`src/rtl/load_wb_stage.sv`:
```
// Writeback stage feeding the integer register file: retires ALU results in one cycle,
// waits for data-memory responses on loads, then aligns and sign/zero-extends the load data.
module load_wb_stage #(
  parameter int XLEN           = 64,
  parameter int TIMEOUT_CYCLES = 255,
  parameter int CNT_W          = 8
) (
  input  logic            clk,
  input  logic            rst_n,
  input  logic            in_valid,
  output logic            in_ready,
  input  logic [4:0]      in_rd,
  input  logic            in_is_load,
  input  logic [2:0]      in_funct3,
  input  logic [2:0]      in_addr_lo,
  input  logic [XLEN-1:0] in_result,
  input  logic            mem_rsp_valid,
  input  logic [XLEN-1:0] mem_rsp_data,
  output logic            write_enable,
  output logic [4:0]      waddr,
  output logic [XLEN-1:0] wdata,
  output logic            load_misaligned,
  output logic            load_illegal,
  output logic            load_timeout
);

  typedef enum logic {IDLE, LOAD_WAIT} state_t;

  state_t            state_q;
  logic              we_q, mis_q, ill_q, to_q;
  logic [4:0]        waddr_q, rd_q;
  logic [XLEN-1:0]   wdata_q;
  logic [2:0]        f3_q, lo_q;
  logic [CNT_W-1:0]  cnt_q;

  logic [XLEN-1:0]   raw;
  logic [XLEN-1:0]   load_data;
  logic              misaligned;
  logic              illegal;

  assign raw = mem_rsp_data >> {lo_q, 3'b000};

  always_comb begin
    load_data = raw;
    case (f3_q)
      3'b000:  load_data = {{(XLEN-8){raw[7]}},   raw[7:0]};
      3'b001:  load_data = {{(XLEN-16){raw[15]}}, raw[15:0]};
      3'b010:  load_data = {{(XLEN-32){raw[31]}}, raw[31:0]};
      3'b100:  load_data = {{(XLEN-8){1'b0}},     raw[7:0]};
      3'b101:  load_data = {{(XLEN-16){1'b0}},    raw[15:0]};
      3'b110:  load_data = {{(XLEN-32){1'b0}},    raw[31:0]};
      default: load_data = raw;
    endcase
  end

  always_comb begin
    misaligned = 1'b0;
    case (f3_q)
      3'b001, 3'b101: misaligned = lo_q[0];
      3'b010, 3'b110: misaligned = |lo_q[1:0];
      3'b011:         misaligned = |lo_q;
      default:        misaligned = 1'b0;
    endcase
  end

  assign illegal = (f3_q == 3'b111);

  always_ff @(posedge clk) begin
    if (!rst_n) begin
      state_q <= IDLE;
      we_q    <= 1'b0;
      mis_q   <= 1'b0;
      ill_q   <= 1'b0;
      to_q    <= 1'b0;
      waddr_q <= '0;
      wdata_q <= '0;
      rd_q    <= '0;
      f3_q    <= '0;
      lo_q    <= '0;
      cnt_q   <= '0;
    end else begin
      we_q  <= 1'b0;
      mis_q <= 1'b0;
      ill_q <= 1'b0;
      to_q  <= 1'b0;
      case (state_q)
        IDLE: begin
          if (in_valid) begin
            if (in_is_load) begin
              rd_q    <= in_rd;
              f3_q    <= in_funct3;
              lo_q    <= in_addr_lo;
              cnt_q   <= '0;
              state_q <= LOAD_WAIT;
            end else begin
              we_q    <= (in_rd != 5'd0);
              waddr_q <= in_rd;
              wdata_q <= in_result;
            end
          end
        end
        LOAD_WAIT: begin
          // A response on the last timeout cycle still wins over the timeout.
          if (mem_rsp_valid) begin
            state_q <= IDLE;
            if (misaligned) begin
              mis_q <= 1'b1;
            end else if (illegal) begin
              ill_q <= 1'b1;
            end else begin
              we_q    <= (rd_q != 5'd0);
              waddr_q <= rd_q;
              wdata_q <= load_data;
            end
          end else if (cnt_q == CNT_W'(TIMEOUT_CYCLES - 1)) begin
            to_q    <= 1'b1;
            cnt_q   <= '0;
            state_q <= IDLE;
          end else begin
            cnt_q <= cnt_q + 1'b1;
          end
        end
        default: state_q <= IDLE;
      endcase
    end
  end

  assign in_ready        = (state_q == IDLE);
  assign write_enable    = we_q;
  assign waddr           = waddr_q;
  assign wdata           = wdata_q;
  assign load_misaligned = mis_q;
  assign load_illegal    = ill_q;
  assign load_timeout    = to_q;

endmodule
```
`config.mk`:
```
export PLATFORM = sky130hd
export DESIGN_NAME = load_wb_stage
export DESIGN_NICKNAME = d
export VERILOG_FILES = /design/src/rtl/load_wb_stage.sv
export SDC_FILE = /design/constraint.sdc
export NUM_CORES = 1
export LEC_CHECK = 0
export ABC_AREA = 1
export BUFFER_PORTS_ARGS = -buffer_cell sky130_fd_sc_hd__buf_2
export CORE_MARGIN = 8
export CORE_UTILIZATION = 25
export CTS_BUF_LIST = sky130_fd_sc_hd__clkbuf_16
export DETAILED_ROUTE_END_ITERATION = 8
export GPL_TIMING_DRIVEN = 0
export PLACE_DENSITY = 0.52
export SYNTH_ARGS = -nofsm -noshare
export SYNTH_HDL_FRONTEND = slang
export SYNTH_SLANG_ARGS = --single-unit
```
`constraint.sdc`:
```
create_clock -name clk -period 1.7 [get_ports clk]
set_input_delay 0.17 -clock clk [delete_from_list [all_inputs] [get_ports clk]]
set_output_delay 0.17 -clock clk [all_outputs]
set_load 0.02 [all_outputs]
```
Word-level counts from Yosys, hierarchy flattened
Cells that the tools add are included.
{ "word_totals": {"elab_cells": 77, "regBits": 93, "in_bits": 144} }
{ "classes": {"mux": 33, "shifts": 1, "eq_ne": 15, "reduce_logical": 13, "add_sub_neg": 1, "bitwise_logic": 3} }
{ "ops": {"columns": ["op", "n"], "rows": [
  ["one-hot mux 64 bit (6 select lines)", 1],
  ["2-to-1 mux 64 bit", 5],
  ["one-hot mux 64 bit (2 select lines)", 1],
  ["right shift 64 x 6 -> 64 bit", 1],
  ["2-to-1 mux 8 bit", 4],
  ["2-to-1 mux 5 bit", 5],
  ["one-hot mux 8 bit (2 select lines)", 1],
  ["== test 3 bit, second input constant", 4],
  ["2-to-1 mux 1 bit", 12],
  ["inequality test 2 bit, second input constant", 6],
  ["one-hot mux 5 bit (2 select lines)", 1],
  ["nonzero test 5 bit", 2],
  ["AND reduction 3 bit", 3],
  ["adder 8 x 1 -> 8 bit, second input constant", 1],
  ["== test 8 bit, second input constant", 1],
  ["== test 3 x 2 -> 1 bit, second input constant", 2],
  ["OR reduction 2 bit", 3],
  ["OR reduction 3 bit", 2],
  ["AND reduction 5 bit", 1],
  ["one-hot mux 1 bit (2 select lines)", 2],
  ["OR reduction 4 bit", 1],
  ["== test 3 x 1 -> 1 bit, second input constant", 1],
  ["logical NOT 3 bit", 1],
  ["NOT 1 bit", 3],
  ["2 further kinds", 2]
]} }

Logic depth before layout (Yosys ltp)
{ "depth": {"ltp_word": 6, "ltp_mapped": 12, "mapped_depth_nobuf": 10} }

Least setup slack after synthesis
No wires, ideal clock.
{ "synth_path": {"path_kind": "register to register", "from": "reg lo_q[0]", "to": "reg wdata_q[18], in the netlist wdata[18]", "required_ns": 1.580, "setup_ns": 0.120, "t_arrival_ns": 1.359, "path_stages_with_launch": 13, "path_slack_ns": 0.222, "cell_sequence": "dfxtp_1 buf_6 inv_6 buf_4 buf_4 nand2_1 nand2_1 nand2_1 nand2_1 o21ai_0 nand2_1 o21bai_1 a21oi_1"} }
{ "synth_via": {"elab_chain_len": 6, "word_cells_on_any_way": 11, "classes_between": "1 x eq/ne; 1 x shift; 6 x mux; 3 x reduce/logical"} }
{ "synth_rtl": {"columns": ["element", "line_no", "rtl"], "rows": [
  ["start, declared", "33", "logic [2:0] f3_q, lo_q;"],
  ["start signal, assigned", "92", "lo_q <= in_addr_lo;"],
  ["right shift 64 x 6 -> 64 bit", "41", "assign raw = mem_rsp_data >> {lo_q, 3'b000};"],
  ["one-hot mux 64 bit (6 select lines)", "45", "case (f3_q)"],
  ["2-to-1 mux 64 bit", "108", "end else if (illegal) begin"],
  ["2-to-1 mux 64 bit", "106", "if (misaligned) begin"],
  ["2-to-1 mux 64 bit", "104", "if (mem_rsp_valid) begin"],
  ["one-hot mux 64 bit (2 select lines)", "86", "case (state_q)"],
  ["end signal, assigned", "98", "wdata_q <= in_result;"],
  ["end signal, assigned", "113", "wdata_q <= load_data;"],
  ["end, declared", "32", "logic [XLEN-1:0] wdata_q;"]
]} }
Parallel ways exist; a longest one is shown, timed or not. The select of a mux whose other input is x is not followed.
A chain may end at the register's enable or synchronous reset.

Worst setup path after layout
{ "layout_path": {"from": "reg lo_q[0]", "to": "reg wdata_q[37], in the netlist wdata[37]"} }
The elaborated chain is that of the path after synthesis.

==> impl_metrics.json <==
{
  "worstSetupPathType": "reg -> reg",
  "final-seq-area_mm2": 0.001872,
  "cts_buffer_depth": 2,
  "slew_headroom_pct": 52.11,
  "ys_ff_latch": 93,
  "internal_power_mw": 4.497,
  "multi_input_area_mm2": 0.004866,
  "via_per_inst": 5.005,
  "drtIter0Drc": 712,
  "die_h_um": 183.2,
  "synthXorXnorAreaFrac_pct": 0.2506,
  "setup_viol": 10,
  "status": "finished with violations",
  "crit_arrival_ps": 2000,
  "synth_fp_nets": 1261,
  "synth_top_family_by_area": "simple AND/OR/NAND/NOR gates",
  "synth_simple_gate_area_share_pct": 44.51,
  "sw_frac_of_total_pct": 38.64,
  "core_mm2": 0.02763,
  "die_w_um": 183.2,
  "ctsHoldBuffers": 0,
  "cap_violations": 0,
  "seq_area_frac_synth_pct": 26.63,
  "vdd_drop_max_uv": 450.1,
  "hpwl_mm": 27.44,
  "fmax_mhz": 573.9,
  "hold_violations": 0,
  "grt_pass1_vias": 8694,
  "slew_viol_final": 0,
  "antenna_found_initial": 6,
  "syn_area_mm2": 0.006990,
  "pwr-share-comb_pct": 39.8,
  "place_area_mm2": 0.008549,
  "die_area_mm2": 0.03357,
  "fin_nets": 1518,
  "ys.warnings.count": 0,
  "worst_pin_slew_ps": 718.3,
  "violations": "negative setup slack",
  "clk_pin_slew_worst_paths_ps": 70,
  "hold_path_class": "in -> reg",
  "whs_ps": 82.69,
  "overflow": 0,
  "synth-edff-count": 0,
  "wire_per_inst_um": 20.09,
  "endpoint_kind": "register",
  "postRouteAntennaNets": 0,
  "syn_inst": 1115,
  "pwr_density_cell_mw_per_mm2": 728.8,
  "ys.flop_type": "dfxtp_1",
  "dr_total_vias": 8799,
  "portBuffers": 217,
  "ios": 218,
  "ys_types": 41,
  "cts.sinks": 93,
  "place_congestion": 0.9377,
  "stdcell_area_mm2": 0.01006,
  "seq_power_share_pct": 33.5,
  "fin_crit_sh_pct": 102.5,
  "synthAdderAreaFrac_pct": 0.3580,
  "synthArstFlopShare_pct": 0,
  "grt_start_max_net_pins": 17,
  "cp_max_fo": 10,
  "clkLatencyLatePin_ps": 360,
  "start_kind": "register",
  "rows": 61,
  "firstDrtPassIters": 6,
  "grt_pass1_wl_mm": 51.53,
  "synthMuxAreaShare_pct": 0,
  "synth-compound-area-share_pct": 17.47,
  "grtUsageTotal_pct": 20.08,
  "root_buffer": "clkbuf_16",
  "pwr-share-clk_pct": 26.7,
  "leakage_nw": 4.929,
  "period_needed_ps": 1743,
  "rsz0062_at_grt": "yes",
  "cts_buffers": 9,
  "fin_ws_ps": -42.58,
  "route.detailed.drc": 0,
  "htreeDepth": 3,
  "syn_to_final_growth_pct": 43.85,
  "p_sw_mw": 2.832,
  "drive_gt1_share_pct": 39.65,
  "drt-total-wl_mm": 35.33,
  "skew_ps": 8.116,
  "crit_required_ps": 1950,
  "avgSynthCellArea_um2": 6.269,
  "cts_tree": "built",
  "start_util_pct": 25.30,
  "fillerInstances": 3119
}
==> logic make-up after synthesis <==
group	Yosys count
XOR/XNOR	2
AO/OA/AOI/OAI	206
adder cells (fa/ha/maj)	2
flip-flops	93
AND/OR/NAND/NOR	659
buffers and inverters	153
==> critical path, cell delays in order, from the launching register on <==
cell and delay, ps:
dfxtp_4 440, clkinv_8 100, buf_12 160, buf_8 140, nand2_1 100, nand3_2 120
nand3_2 130, nand2_1 60, inv_1 60, nand4_1 160, nand2_1 120, a21oi_2 50
==> power groups by stage <==
stage                     registers [mW]  clock network (mW)  logic (mW)
after global routing                2.48                2.08        3.14
after floorplan                     2.66                   0        1.34
after CTS                           2.44                2.02        2.67
after detailed placement            2.49                   0        2.40
final                               2.46                1.96        2.92
after global placement              2.49                   0        2.40
==> worst paths after layout <==
check	slack, ps	startpoint	cells after the start	to
worst max-delay path	-40	lo_q[0]	11	wdata[37]
worst min-delay path	80	in_rd[2]	3	rd_q[2]
worst max register to register	-40	lo_q[0]	11	wdata[37]
worst min register to register	490	rd_q[0]	2	rd_q[0]
==> cell type report <==
| class | count | share of cell area (%) |
|---|---|---|
| Sequential cell | 93 | 18.61 |
| Timing Repair Buffer | 248 | 14.68 |
| Clock buffer | 9 | 2.240 |
| Inverter | 61 | 2.576 |
| Tap cell | 378 | 4.703 |
| Clock inverter | 7 | 0.5101 |
| Multi-Input combinational cell | 869 | 48.39 |
| Antenna cell | 3 | 0.07465 |
| Buffer | 89 | 8.150 |
| Timing Repair inverter | 1 | 0.06221 |
==> per-layer routing <==
metal	wire (um)	part of all wire [%]	GRT usage, %	up-vias
met5	46	0.13	0	-
met4	1270	3.6	7.872	6
met1	15170	43	24.72	4096
met3	2662	7.5	5.144	75
met2	16180	46	33.09	373
li1	-	-	-	4249
==> cell usage in the layout (no fill, tap or decap), types with 8 or more instances in the layout <==
master | Yosys | final
nand2_1 | 331 | 294
o21ai_1 | 4 | 13
clkbuf_1 | 28 | 15
a21oi_1 | 66 | 53
nand3_2 | 1 | 36
buf_2 | 35 | 232
nand3b_1 | 56 | 56
clkbuf_16 | 0 | 13
a21oi_2 | 28 | 41
buf_12 | 0 | 8
o21ai_0 | 67 | 44
nor2_1 | 52 | 47
nand2_2 | 3 | 37
dfxtp_1 | 93 | 89
inv_1 | 55 | 53
nand3_1 | 120 | 81
buf_6 | 13 | 17
or2_2 | 48 | 48
o211ai_1 | 12 | 12
buf_4 | 8 | 31
buf_8 | 0 | 13
a31oi_1 | 17 | 17
o21ai_2 | 1 | 15
nand4_1 | 34 | 34
==> through the flow <==
step / setup TNS [ps] / util (%) / total power, mW / std cells / setup WS, ps
global route: -3847 / 36.40 / 7.698 / 1758 / -111.9
detailed placement: -25060 / 30.94 / 4.889 / 1710 / -474.4
floorplan: 0 / - / 3.995 / 1115 / 221.7
global placement: -24860 / 30.94 / 4.888 / 1710 / -470.1
finish: -171.4 / 36.40 / 7.329 / 1758 / -42.58
CTS: -152.8 / 34.53 / 7.131 / 1745 / -29.58
==> cell usage after synthesis (2+ instances only) <==
library cell	count	share of area [%]
inv_2	3	0.16
inv_1	55	3.0
o21bai_1	7	0.75
buf_6	13	2.1
clkbuf_1	28	1.5
o21ai_1	4	0.29
a21oi_2	28	3.5
buf_1	8	0.43
nor3_1	6	0.43
a31oi_1	17	1.5
dfxtp_1	93	27
o21ai_0	67	4.8
a21oi_1	66	4.7
nand2_2	3	0.27
buf_2	35	2.5
ha_1	2	0.36
buf_4	8	0.86
nand3b_1	56	6.0
nand3_1	120	8.6
nand2_4	2	0.32
a211oi_1	2	0.21
nor2_1	52	2.8
nand4_1	34	3.0
o211ai_1	12	1.3
nand2_1	331	18
or2_2	48	4.3
==> registers in the layout, indices dropped and copies added, names as in the netlist <==
signal,cells
wdata,64
state_q,1
cnt_q,8
load_illegal,1
load_timeout,1
lo_q,3
write_enable,1
load_misaligned,1
rd_q,5
waddr,5
f3_q,3
==> timing repair <==
action	CTS	global route
pin swaps	25	51
resized for setup	162	120
buffers inserted	15	7
setup endpoints to repair	74	77
cloned	5	5
Note: power is estimated with default switching activity, not from simulation.
